[src/rtl/grom_bus_pkg.sv]
// Shared GROM bus encodings, FSM states and command latch layout.
// Pure declarations: no latency, no flow control.
package grom_bus_pkg;

    localparam int GROM_ADDR_W = 13;
    localparam int GROM_ID_W   = 3;

    typedef enum logic [1:0] {
        GROM_OP_SET_ADDR   = 2'b00,
        GROM_OP_READ_DATA  = 2'b01,
        GROM_OP_READ_ADDR  = 2'b10,
        GROM_OP_WRITE_DATA = 2'b11
    } grom_op_e;

    typedef enum logic [1:0] {
        ST_IDLE    = 2'b00,
        ST_ISSUE   = 2'b01,
        ST_CAPTURE = 2'b10,
        ST_DONE    = 2'b11
    } grom_state_e;

    typedef struct packed {
        grom_op_e               op;
        logic [GROM_ID_W-1:0]   id;
        logic [GROM_ADDR_W-1:0] addr;
    } grom_cmd_t;

    // Strobes a command needs; an unsynced SET_ADDR carries one extra dummy read.
    function automatic logic [8:0] strobe_total(input grom_op_e op,
                                                input logic [7:0] count,
                                                input logic synced);
        case (op)
            GROM_OP_SET_ADDR:  strobe_total = synced ? 9'd2 : 9'd3;
            GROM_OP_READ_DATA: strobe_total = {1'b0, count} + 9'd1;
            GROM_OP_READ_ADDR: strobe_total = 9'd2;
            default:           strobe_total = 9'd1;
        endcase
    endfunction

endpackage

[src/rtl/grom_host_if.sv]
// Command/response handshake plus the GROM port pins of the bus initiator.
// Wires only: no latency; cmd_ready gates command acceptance.
interface grom_host_if;

    logic        cmd_valid;
    logic        cmd_ready;
    logic [1:0]  cmd_op;
    logic [15:0] cmd_addr;
    logic [7:0]  cmd_wdata;
    logic [7:0]  cmd_count;
    logic        rsp_valid;
    logic [7:0]  rsp_data;
    logic        rsp_last;
    logic        busy;
    logic        gs;
    logic        m;
    logic        mo;
    logic [7:0]  d;
    logic [7:0]  q;
    logic        gready;

    modport slave (
        input  cmd_valid, cmd_op, cmd_addr, cmd_wdata, cmd_count, q, gready,
        output cmd_ready, rsp_valid, rsp_data, rsp_last, busy, gs, m, mo, d
    );

    modport master (
        output cmd_valid, cmd_op, cmd_addr, cmd_wdata, cmd_count, q, gready,
        input  cmd_ready, rsp_valid, rsp_data, rsp_last, busy, gs, m, mo, d
    );

endinterface

[src/rtl/grom_strobe.sv]
// Strobe timing: gs fires in the request cycle that sees grclk_en and gready; cap follows one cycle later.
// gready low holds the request indefinitely with gs at 0.
module grom_strobe
    import grom_bus_pkg::*;
(
    input  logic clk,
    input  logic reset,
    input  logic req,
    input  logic grclk_en,
    input  logic gready,
    output logic gs,
    output logic cap
);

    // Gated by reset so an aborted command never strobes in the reset cycle.
    assign gs = req && grclk_en && gready && !reset;

    always_ff @(posedge clk) begin
        if (reset) begin
            cap <= 1'b0;
        end else begin
            cap <= gs;
        end
    end

endmodule

[src/rtl/grom_host.sv]
// GROM bus initiator: byte commands in, GROM strobes out, read bytes back as rsp pulses 2 cycles after each strobe.
// One command at a time: cmd_ready only in IDLE; strobes wait on grclk_en and gready.
module grom_host
    import grom_bus_pkg::*;
(
    input  logic        clk,
    input  logic        reset,
    input  logic        grclk_en,
    grom_host_if.slave  bus
);

    grom_state_e state;
    grom_cmd_t   cmd;
    grom_op_e    op_in;
    logic [8:0]  left;
    logic        dummy;
    logic        synced;
    logic        m_q;
    logic        mo_q;
    logic [7:0]  d_q;
    logic        rsp_valid_q;
    logic        rsp_last_q;
    logic [7:0]  rsp_data_q;
    logic        issue;
    logic        gs;
    logic        cap;

    assign op_in = grom_op_e'(bus.cmd_op);
    assign issue = (state == ST_ISSUE);

    grom_strobe u_strobe (
        .clk      (clk),
        .reset    (reset),
        .req      (issue),
        .grclk_en (grclk_en),
        .gready   (bus.gready),
        .gs       (gs),
        .cap      (cap)
    );

    always_ff @(posedge clk) begin
        if (reset) begin
            state       <= ST_IDLE;
            cmd         <= '0;
            left        <= '0;
            dummy       <= 1'b0;
            synced      <= 1'b0;
            m_q         <= 1'b1;
            mo_q        <= 1'b0;
            d_q         <= 8'h00;
            rsp_valid_q <= 1'b0;
            rsp_last_q  <= 1'b0;
            rsp_data_q  <= 8'h00;
        end else begin
            rsp_valid_q <= 1'b0;
            rsp_last_q  <= 1'b0;
            if (gs && m_q) begin
                synced <= 1'b1;
            end
            case (state)
                ST_IDLE: begin
                    if (bus.cmd_valid) begin
                        cmd.op   <= op_in;
                        cmd.id   <= bus.cmd_addr[15:13];
                        cmd.addr <= bus.cmd_addr[12:0];
                        left     <= strobe_total(op_in, bus.cmd_count, synced);
                        dummy    <= (op_in == GROM_OP_SET_ADDR) && !synced;
                        state    <= ST_ISSUE;
                        case (op_in)
                            GROM_OP_SET_ADDR: begin
                                // A data read first clears the responder's address-byte toggle.
                                if (!synced) begin
                                    m_q  <= 1'b1;
                                    mo_q <= 1'b0;
                                    d_q  <= 8'h00;
                                end else begin
                                    m_q  <= 1'b0;
                                    mo_q <= 1'b1;
                                    d_q  <= bus.cmd_addr[15:8];
                                end
                            end
                            GROM_OP_READ_DATA: begin
                                m_q  <= 1'b1;
                                mo_q <= 1'b0;
                            end
                            GROM_OP_READ_ADDR: begin
                                m_q  <= 1'b1;
                                mo_q <= 1'b1;
                            end
                            default: begin
                                m_q  <= 1'b0;
                                mo_q <= 1'b0;
                                d_q  <= bus.cmd_wdata;
                            end
                        endcase
                    end
                end
                ST_ISSUE: begin
                    if (gs) begin
                        state <= ST_CAPTURE;
                    end
                end
                ST_CAPTURE: begin
                    if (m_q && !dummy) begin
                        rsp_valid_q <= 1'b1;
                        rsp_data_q  <= bus.q;
                        rsp_last_q  <= (left == 9'd1);
                    end
                    if (left == 9'd1) begin
                        state <= ST_DONE;
                    end else begin
                        left  <= left - 9'd1;
                        state <= ST_ISSUE;
                        // Only SET_ADDR changes pin values between strobes: dummy -> high -> low.
                        if (cmd.op == GROM_OP_SET_ADDR) begin
                            m_q   <= 1'b0;
                            mo_q  <= 1'b1;
                            d_q   <= dummy ? {cmd.id, cmd.addr[12:8]} : cmd.addr[7:0];
                            dummy <= 1'b0;
                        end
                    end
                end
                ST_DONE: begin
                    state <= ST_IDLE;
                end
                default: begin
                    state <= ST_IDLE;
                end
            endcase
        end
    end

    assign bus.cmd_ready = (state == ST_IDLE);
    assign bus.busy      = (state != ST_IDLE);
    assign bus.gs        = gs;
    assign bus.m         = m_q;
    assign bus.mo        = mo_q;
    assign bus.d         = d_q;
    assign bus.rsp_valid = rsp_valid_q;
    assign bus.rsp_data  = rsp_data_q;
    assign bus.rsp_last  = rsp_last_q;

endmodule

[src/flat_wrapper.sv]
// flat-port wrapper written by rule: the top's interface ports become plain ports
module grom_host_flat import grom_bus_pkg::*;
  (clk, reset, grclk_en, bus_cmd_valid, bus_cmd_op, bus_cmd_addr, bus_cmd_wdata, bus_cmd_count, bus_q, bus_gready, bus_cmd_ready, bus_rsp_valid, bus_rsp_data, bus_rsp_last, bus_busy, bus_gs, bus_m, bus_mo, bus_d);
  grom_host_if bus_i ();
  input  logic clk;
  input  logic reset;
  input  logic grclk_en;
  input wire logic [$bits(bus_i.cmd_valid)-1:0] bus_cmd_valid;
  input wire logic [$bits(bus_i.cmd_op)-1:0] bus_cmd_op;
  input wire logic [$bits(bus_i.cmd_addr)-1:0] bus_cmd_addr;
  input wire logic [$bits(bus_i.cmd_wdata)-1:0] bus_cmd_wdata;
  input wire logic [$bits(bus_i.cmd_count)-1:0] bus_cmd_count;
  input wire logic [$bits(bus_i.q)-1:0] bus_q;
  input wire logic [$bits(bus_i.gready)-1:0] bus_gready;
  output wire logic [$bits(bus_i.cmd_ready)-1:0] bus_cmd_ready;
  output wire logic [$bits(bus_i.rsp_valid)-1:0] bus_rsp_valid;
  output wire logic [$bits(bus_i.rsp_data)-1:0] bus_rsp_data;
  output wire logic [$bits(bus_i.rsp_last)-1:0] bus_rsp_last;
  output wire logic [$bits(bus_i.busy)-1:0] bus_busy;
  output wire logic [$bits(bus_i.gs)-1:0] bus_gs;
  output wire logic [$bits(bus_i.m)-1:0] bus_m;
  output wire logic [$bits(bus_i.mo)-1:0] bus_mo;
  output wire logic [$bits(bus_i.d)-1:0] bus_d;
  assign bus_i.cmd_valid = bus_cmd_valid;
  assign bus_i.cmd_op = bus_cmd_op;
  assign bus_i.cmd_addr = bus_cmd_addr;
  assign bus_i.cmd_wdata = bus_cmd_wdata;
  assign bus_i.cmd_count = bus_cmd_count;
  assign bus_i.q = bus_q;
  assign bus_i.gready = bus_gready;
  assign bus_cmd_ready = bus_i.cmd_ready;
  assign bus_rsp_valid = bus_i.rsp_valid;
  assign bus_rsp_data = bus_i.rsp_data;
  assign bus_rsp_last = bus_i.rsp_last;
  assign bus_busy = bus_i.busy;
  assign bus_gs = bus_i.gs;
  assign bus_m = bus_i.m;
  assign bus_mo = bus_i.mo;
  assign bus_d = bus_i.d;
  grom_host u_core (.clk(clk), .reset(reset), .grclk_en(grclk_en), .bus(bus_i));
endmodule
[config.mk]
export PLATFORM = sky130hd
export DESIGN_NAME = grom_host_flat
export DESIGN_NICKNAME = d
export VERILOG_FILES = /design/src/rtl/grom_bus_pkg.sv /design/src/rtl/grom_host_if.sv /design/src/rtl/grom_strobe.sv /design/src/rtl/grom_host.sv /design/src/flat_wrapper.sv
export SDC_FILE = /design/constraint.sdc
export NUM_CORES = 1
export LEC_CHECK = 0
export CAP_MARGIN = 20
export CELL_PAD_IN_SITES_DETAIL_PLACEMENT = 0
export CELL_PAD_IN_SITES_GLOBAL_PLACEMENT = 1
export CORE_MARGIN = 2
export CORE_UTILIZATION = 36
export CTS_BUF_LIST = sky130_fd_sc_hd__clkbuf_2 sky130_fd_sc_hd__clkbuf_4 sky130_fd_sc_hd__clkbuf_8
export DETAILED_ROUTE_END_ITERATION = 10
export PLACE_DENSITY = 0.9
export SYNTH_ARGS = -nofsm -noshare
export SYNTH_HDL_FRONTEND = slang
export SYNTH_SLANG_ARGS = --single-unit
[constraint.sdc]
create_clock -name clk -period 2.02 [get_ports clk]
set_clock_uncertainty 0.05 [all_clocks]
set_input_delay 0.404 -clock clk [delete_from_list [all_inputs] [get_ports clk]]
set_output_delay 0.404 -clock clk [all_outputs]
set_load 0.01 [all_outputs]
==> summary.md, run 1 <==
| Metric | Value |
|---|---|
| Iter 0 DRT Violations | `107` |
| Bufs and invs on worst path | `3` |
| Max incr delay on CP | `0.48 ns` |
| First drt pass iteration count | `4` |
| Layout cell share with drive strength beyond 1 | `11.8%` |
| WP data required | `2.20 ns` |
| Residual DRC | `0` |
| Clock sinks | `51` |
| Die ar. | `7750 sq um` |
| CORE AREA | `6790 sq um` |
| Synth Net Count | `371` |
| Cell taking the most area after synthesis | `dfxtp_1` |
| Post-DRT Antenna Nets | `0` |
| Synth Area per Inst | `8.02 sq um` |
| Cells after synthesis | `317` |
| DR vias | `2576` |
| Arr. time, crit path | `2.10 ns` |
| Area contributors post-synth | `dfxtp_1 (40%), nand2_1 (11%), a21oi_1 (7.9%)` |
| Final min period | `1.92 ns` |
| R2R depth | `6` |
| Max FO, Critical Path | `15` |
| Synth warnings | `0` |
| CTS Buffer Depth | `2` |
| GPL Wtd Cong | `0.822` |
| Worst-Skew Late Latency | `0.30 ns` |
| Power Density | `599 nW/um^2` |
| Hold_buf cts | `0` |
| TritonCTS Buffers | `5` |
| Worst-margin pin slew | `0.660 ns` |
| Final setup fails | `0` |
| R2r setup slk | `0.20 ns` |
| #FFs+latches synth | `51` |
| Initial antenna violation count | `0` |
| CTS tree | `done` |
| Avg WL per Cell | `13.7 um` |
| Period utilisation layout | `95.0%` |
| RR Startpoint | `u_core.left[1]` |
| Clock transition at path regs | `0.09 ns` |
| Max Cap Viol | `0` |
| Die height | `88.0 um` |
| Cell family contributing the most delay on the critical path | `compound AO/OA/AOI/OAI gates` |
| Slowest cell on the critical path | `clkdlybuf4s50_1` |
| Nets | `459` |
| WHS Path Cells | `2` |
| Worst Hold Class | `register to register` |
| Synthesis-to-layout area growth | `42.5%` |
| Leakage | `1.35 nW` |
| Post-synthesis cell type count | `41` |
| Initial Utilization | `37.4%` |
| Outcome | `completed` |
| Tot GR Track Use | `18.0%` |
| Startpoint Class | `input pin` |
| Max_slew headroom | `55.9%` |
| # IOs | `70` |
| Most common cell on crit path | `inv_1` |
| Clk root buf | `clkbuf_8` |
| Cell Count, Final, Fillers Out | `502` |
| Worst VDD drop | `294 uV` |
| Share of the synthesized area in the top cell type | `40.2%` |
| Hold path startpoint | `u_core.bus.rsp_data[1]` |
| Fill cells | `671` |
| Setup ws final | `0.101 ns` |
| Sequential fraction of the synthesis area | `40.2%` |
| Worst R2R End | `u_core.bus.d[1]` |
| Slew Viols, Final | `0` |
| CTS H-tree depth | `2` |
| Die Wd | `88.0 um` |
| Gr ovfl total | `0` |
| Dpl ws | `-0.373 ns` |
| Vias in the first global route | `2392` |
| Cell Area, Synth | `2540 sq um` |
| Row cnt | `30` |
| Post-DP HPWL | `5.06 mm` |
| Crit Path Category | `input pin to register` |
| Antenna diode count | `0` |
| Hold Violations, Final | `0` |
| Buffers on Ports | `69` |
| Highest clock rate | `521 MHz` |
| WL final | `6.88 mm` |
| Total power | `2.17 mW` |
| Largest net degree at the start of global routing | `48` |
| Drt via density | `5.13` |
| Worst hold endpoint | `u_core.bus.rsp_data[1]` |
| Worst setup EP type | `register` |
| Placed Cells incl. Taps | `493` |
| Crit-path cells | `clkdlybuf4s50_1, inv_1, ha_1, inv_1, a21oi_1, a211o_4, a211o_1, a21oi_2` |
| First-pass GRT wire length | `11.1 mm` |
[cell usage in the layout, fill, tap and decap left out, drive strengths merged, types with 2 or more instances in the layout]
| cell | netlist | layout |
|---|---|---|
| a211o | 9 | 9 |
| a211oi | 2 | 2 |
| a21oi | 42 | 42 |
| a22oi | 2 | 2 |
| a311oi | 8 | 8 |
| a32o | 5 | 5 |
| a41oi | 2 | 2 |
| buf | 4 | 33 |
| clkbuf | 16 | 7 |
| clkdlybuf4s50 | 0 | 66 |
| dfxtp | 51 | 51 |
| ha | 7 | 7 |
| inv | 8 | 8 |
| mux2i | 8 | 8 |
| nand2 | 76 | 76 |
| nand2b | 2 | 2 |
| nand3 | 5 | 5 |
| nand3b | 2 | 2 |
| nand4 | 4 | 4 |
| nor2 | 12 | 12 |
| nor2b | 12 | 12 |
| nor3 | 8 | 8 |
| nor4 | 2 | 2 |
| o21ai | 8 | 8 |
| o22ai | 3 | 3 |
| o311ai | 2 | 2 |
| o32ai | 2 | 2 |
| xor2 | 5 | 5 |
[synthesized netlist by cell type]
cell / n
clkbuf_1: 16
buf_6: 1
a211o_1: 9
and3_1: 1
a31oi_1: 1
nor3_2: 1
a21oi_2: 2
nor4_4: 1
o311ai_0: 2
a32o_1: 5
nor4_1: 1
xor2_1: 5
a311oi_1: 8
a311o_1: 1
xnor2_1: 1
a221oi_1: 1
mux2i_1: 8
nor2b_1: 12
o32ai_1: 2
nand3_1: 5
inv_1: 8
a22oi_1: 2
nand4b_1: 1
nor3_1: 7
buf_2: 3
and4_1: 1
nand2b_1: 2
nor3b_1: 1
ha_1: 7
nor2_1: 12
dfxtp_1: 51
nand4_1: 4
o21ai_0: 8
nand2_1: 76
o22ai_1: 3
a21oi_1: 40
a41oi_1: 2
nand3b_1: 2
o21bai_1: 1
a211oi_1: 2
and2_0: 1
[power by group]
part | leakage (nW) | internal, mW | total [mW] | switching [mW]
sequential | 0.416 | 1.05 | 1.09 | 0.0389
combinational | 0.885 | 0.254 | 0.481 | 0.227
clock | 0.0491 | 0.271 | 0.595 | 0.324
[worst reg2reg max path, cell delays in order (launching register included)]
cell,delay (ns)
dfxtp_1,0.36
inv_1,0.08
ha_1,0.20
a311o_1,0.28
a211o_4,0.42
a211o_1,0.27
a21oi_2,0.11
[stage by stage]
stage / cell area, sq um / hold WS (ns) / utilization, % / TNS [ns]
floorplan: 2540 / 0.386 / - / 0
global placement: 3510 / 0.391 / 51.6 / -2.59
detailed placement: 3510 / 0.397 / 51.6 / -3.15
CTS: 3600 / 0.410 / 53.0 / 0
global route: 3620 / 0.427 / 53.3 / -0.00117
finish: 3620 / 0.406 / 53.3 / 0
[worst max-delay path by stage]
stage	start	depth (start not counted)	to
after global placement	bus_cmd_op[0]	8	u_core.bus.d[0]
final	bus_cmd_op[0]	8	u_core.bus.d[1]
after global routing	bus_cmd_op[0]	8	u_core.bus.d[4]
after CTS	bus_cmd_op[0]	8	u_core.bus.d[5]
after floorplan	u_core.left[1]	7	u_core.bus.d[0]
after detailed placement	bus_cmd_op[0]	8	u_core.bus.d[5]
[cell families after synthesis]
kind of cell	after synthesis	share of synthesized area [%]
compound gates	89	23.2
xor+xnor	6	2.07
fa+ha+maj	7	3.45
buf+inv	28	4.58
flops	51	40.2
mux	8	3.15
simple gates	128	23.3
[sequential cells by signal, indices dropped and copies added, names as in the netlist]
name                  flops
u_core.bus.d              8
u_core.left               9
u_core.bus.rsp_data       8
u_core.cmd               18
u_core.bus.mo             1
u_core.synced             1
u_core.dummy              1
u_core.bus.rsp_last       1
u_core.bus.rsp_valid      1
u_core.bus.m              1
u_core.state              2
[repair_timing]
action                     in CTS  in global routing
pin swaps                       0                  1
setup endpoints to repair      11                 12
buffers inserted                0                  1
cloned                          0                  0
resized for setup               3                  3
[final cells by class]
type	instances	area (sq um)	share of cell area, %
clock buffers	7	83.8	2.31
clock inverters	1	5.00	0.138
inverters	8	30.0	0.829
multi-input cells	238	1420	39.3
flip-flops and latches	51	1020	28.2
well taps	96	120	3.32
repair buffers	101	940	25.9
[per-layer routing]
layer	GRT usage, %	wire length, um
met1	23.9	3060
met2	30.7	3360
met3	3.11	374
met4	3.99	76
met5	0	0
Power figures use the tool's default switching activity.
==> run 2: changes to the inputs <==
--- a/config.mk
+++ b/config.mk
@@ -8,6 +8,7 @@
 export CAP_MARGIN = 20
 export CELL_PAD_IN_SITES_DETAIL_PLACEMENT = 0
 export CELL_PAD_IN_SITES_GLOBAL_PLACEMENT = 1
+export CORE_ASPECT_RATIO = 1.25
 export CORE_MARGIN = 2
 export CORE_UTILIZATION = 36
 export CTS_BUF_LIST = sky130_fd_sc_hd__clkbuf_2 sky130_fd_sc_hd__clkbuf_4 sky130_fd_sc_hd__clkbuf_8
==> run 2 against run 1 <==
  * Sequential cell count unchanged
  * Design area decreased by 0.48%
  * Largest power group unchanged
  * Critical path type unchanged
  * Sequential share of layout area rose by 0.28 points
==> summary.md, run 2 (synthesis results as in run 1) <==
| Metric | Value |
|---|---|
| Slowest cell on the critical path | `clkdlybuf4s50_1 (unchanged)` |
| Largest reg by FF count | `u_core.cmd (unchanged)` |
| Worst setup EP type | `register (unchanged)` |
| Combinational share of power | `21.7% (was 22.2%)` |
| RR Startpoint | `u_core.left[1] (unchanged)` |
| Final setup fails | `0 (unchanged)` |
| CTS tree | `done (unchanged)` |
| Commonest cells after routing, fill and taps aside | `nand2_1 (76), clkdlybuf4s50_1 (67), dfxtp_1 (49) (was nand2_1 (76), clkdlybuf4s50_1 (66), dfxtp_1 (51))` |
| R2r setup slk | `0.08 ns (was 0.20 ns)` |
| Worst R2R End | `u_core.bus.d[5] (was u_core.bus.d[1])` |
| Die ar. | `7750 sq um (about the same)` |
| CTS H-tree depth | `2 (unchanged)` |
| Worst Hold Class | `register to register (unchanged)` |
| Dpl ws | `-0.368 ns (was -0.373 ns)` |
| WL final | `7.36 mm (was 6.88 mm)` |
| First-pass GRT wire length | `11.9 mm (was 11.1 mm)` |
| Clk root buf | `clkbuf_8 (unchanged)` |
| CTS Buffer Depth | `2 (unchanged)` |
| Total power | `2.21 mW (was 2.17 mW)` |
| Row cnt | `34 (was 30)` |
| First drt pass iteration count | `4 (unchanged)` |
| Global routing usage on met2 | `35.3% (was 30.7%)` |
| WP data required | `2.21 ns (was 2.20 ns)` |
| Initial Utilization | `36.9% (was 37.4%)` |
| Tot GR Track Use | `19.1% (was 18.0%)` |
| Cell Count, Final, Fillers Out | `494 (was 502)` |
| Clock sinks | `51 (unchanged)` |
| Die height | `97.9 um (was 88.0 um)` |
| Met1 Use GR | `21.5% (was 23.9%)` |
| Iter 0 DRT Violations | `192 (was 107)` |
| Final min period | `1.96 ns (was 1.92 ns)` |
| Drt via density | `5.23 (was 5.13)` |
| Layout cell share with drive strength beyond 1 | `11.9% (was 11.8%)` |
| Nets | `457 (was 459)` |
| Hold Violations, Final | `0 (unchanged)` |
| Cell family contributing the most delay on the critical path | `compound AO/OA/AOI/OAI gates (unchanged)` |
| Switching part of the total power | `28.1% (was 27.2%)` |
| Gr ovfl total | `0 (unchanged)` |
| Buffers on Ports | `69 (unchanged)` |
| Crit-path cells | `clkdlybuf4s50_1, inv_1, ha_1, inv_1, a21oi_1, a211o_4, a211o_1, a21oi_1 (was clkdlybuf4s50_1, inv_1, ha_1, inv_1, a21oi_1, a211o_4, a211o_1, a21oi_2)` |
| Bufs and invs on worst path | `3 (unchanged)` |
| Clock transition at path regs | `0.10 ns (was 0.09 ns)` |
| Internal power | `1.59 mW (was 1.58 mW)` |
| Initial antenna violation count | `0 (unchanged)` |
| Power Density | `613 nW/um^2 (was 599 nW/um^2)` |
| Residual DRC | `0 (unchanged)` |
| Slew Viols, Final | `0 (unchanged)` |
| Leakage | `1.34 nW (was 1.35 nW)` |
| Fill cells | `706 (was 671)` |
| Commonest non-fill, non-tap cell in the layout | `nand2_1 (unchanged)` |
| Max Cap Viol | `0 (unchanged)` |
| Global routing's busiest layer | `met2 (unchanged)` |
| # IOs | `70 (unchanged)` |
| Setup ws final | `0.0566 ns (was 0.101 ns)` |
| Biggest regs | `u_core.cmd: 18 flops, u_core.left: 9 flops (unchanged)` |
| Largest net degree at the start of global routing | `26 (was 48)` |
| Switching power | `0.621 mW (was 0.590 mW)` |
| Worst-margin pin slew | `0.587 ns (was 0.660 ns)` |
| Worst VDD drop | `333 uV (was 294 uV)` |
| Clock network power share | `28.5% (was 27.4%)` |
| Vias in the first global route | `2597 (was 2392)` |
| M3 GR Usage | `3.79% (was 3.11%)` |
| Avg WL per Cell | `14.9 um (was 13.7 um)` |
| Synthesis-to-layout area growth | `41.9% (was 42.5%)` |
| Max FO, Critical Path | `16 (was 15)` |
| Worst-Skew Late Latency | `0.31 ns (was 0.30 ns)` |
| Sequential Power Share | `49.8% (was 50.4%)` |
| CORE AREA | `6890 sq um (was 6790 sq um)` |
| TritonCTS Buffers | `5 (unchanged)` |
| Worst hold endpoint | `u_core.bus.rsp_data[5] (was u_core.bus.rsp_data[1])` |
| Antenna diode count | `0 (unchanged)` |
| Post-DRT Antenna Nets | `0 (unchanged)` |
| Multi-input gate area | `1420 sq um (about the same)` |
| Startpoint Class | `input pin (unchanged)` |
| R2R depth | `6 (unchanged)` |
| Max incr delay on CP | `0.48 ns (about the same)` |
| DR vias | `2582 (was 2576)` |
| Post-DP HPWL | `5.40 mm (was 5.06 mm)` |
| Crit Path Category | `input pin to register (unchanged)` |
| GPL Wtd Cong | `0.921 (was 0.822)` |
| Outcome | `completed (unchanged)` |
| Max_slew headroom | `60.8% (was 55.9%)` |
| Placed Cells incl. Taps | `486 (was 493)` |
| Period utilisation layout | `97.2% (was 95.0%)` |
| Die Wd | `79.1 um (was 88.0 um)` |
| Arr. time, crit path | `2.15 ns (was 2.10 ns)` |
| Highest clock rate | `509 MHz (was 521 MHz)` |
| Register Area | `1030 sq um (was 1020 sq um)` |
| Hold path startpoint | `u_core.bus.rsp_data[5] (was u_core.bus.rsp_data[1])` |
| WHS Path Cells | `2 (unchanged)` |
| Flip-flop count of the largest register after layout | `18 (unchanged)` |
-- run 2: cell count changes in the layout (fill, tap and decap cells not counted), sizes merged --
cell,delta
buf,-2
clkbuf,-1
clkdlybuf4s50,+1
dlymetal6s2s,-1
inv,+1
-- run 2: layout make-up --
cell class / count / share of cell area, %
tap: 90 / 3.12
timing repair buffer: 99 / 25.6
clock buffer: 6 / 2.29
sequential: 51 / 28.5
inverter: 8 / 0.833
clock inverter: 2 / 0.382
multi-input combinational: 238 / 39.3
-- run 2: what timing repair did --
action / CTS / global route
pin swaps: 0 / 1
hold buffers: 0 / 0
buffers inserted: 0 / 0
endpoints found under the setup margin: 10 / 10
gates resized for setup: 6 / 2
-- run 2: worst register-to-register path: stages (launching register included) --
cell     delay (ns)
dfxtp_1        0.37
inv_1          0.08
ha_1           0.26
a311o_1        0.31
a211o_4        0.42
a211o_1        0.25
a21oi_1        0.14
-- run 2: power by group through the flow --
stage / Combinational, mW / Sequential [mW] / Clock [mW]
floorplan: 0.233 / 1.11 / 0
global placement: 0.469 / 1.12 / 0
global route: 0.529 / 1.10 / 0.686
CTS: 0.477 / 1.10 / 0.653
finish: 0.480 / 1.10 / 0.630
detailed placement: 0.473 / 1.12 / 0
-- run 2: how the worst max path moves through the flow --
stage | to | startpoint | slack [ns] | cells past startpoint
finish | u_core.bus.d[5] | bus_cmd_op[0] | 0.06 | 8
global placement | u_core.bus.d[1] | bus_cmd_op[0] | -0.32 | 8
detailed placement | u_core.bus.d[6] | bus_cmd_op[0] | -0.37 | 8
global route | u_core.bus.m | u_core.left[5] | -0.009 | 6
floorplan | u_core.bus.d[0] | u_core.left[1] | 0.19 | 7
CTS | u_core.bus.d[5] | bus_cmd_op[0] | 0.003 | 8
-- run 2: routing by layer --
layer / wire length [um] / vias to the layer above
met5: 0 / -
met4: 114 / 0
met3: 375 / 10
met2: 3820 / 76
met1: 3050 / 1201
li1: - / 1295
-- run 2: through the flow --
step                TNS (ns)  util (%)  hold slack, ns  area (sq um)
finish                     0      52.3           0.408          3600
global route        -0.00923      52.3           0.432          3600
CTS                        0      52.2           0.410          3590
detailed placement     -3.13      50.7           0.396          3490
global placement       -2.63      50.7           0.392          3490
floorplan                  0         -           0.386          2540
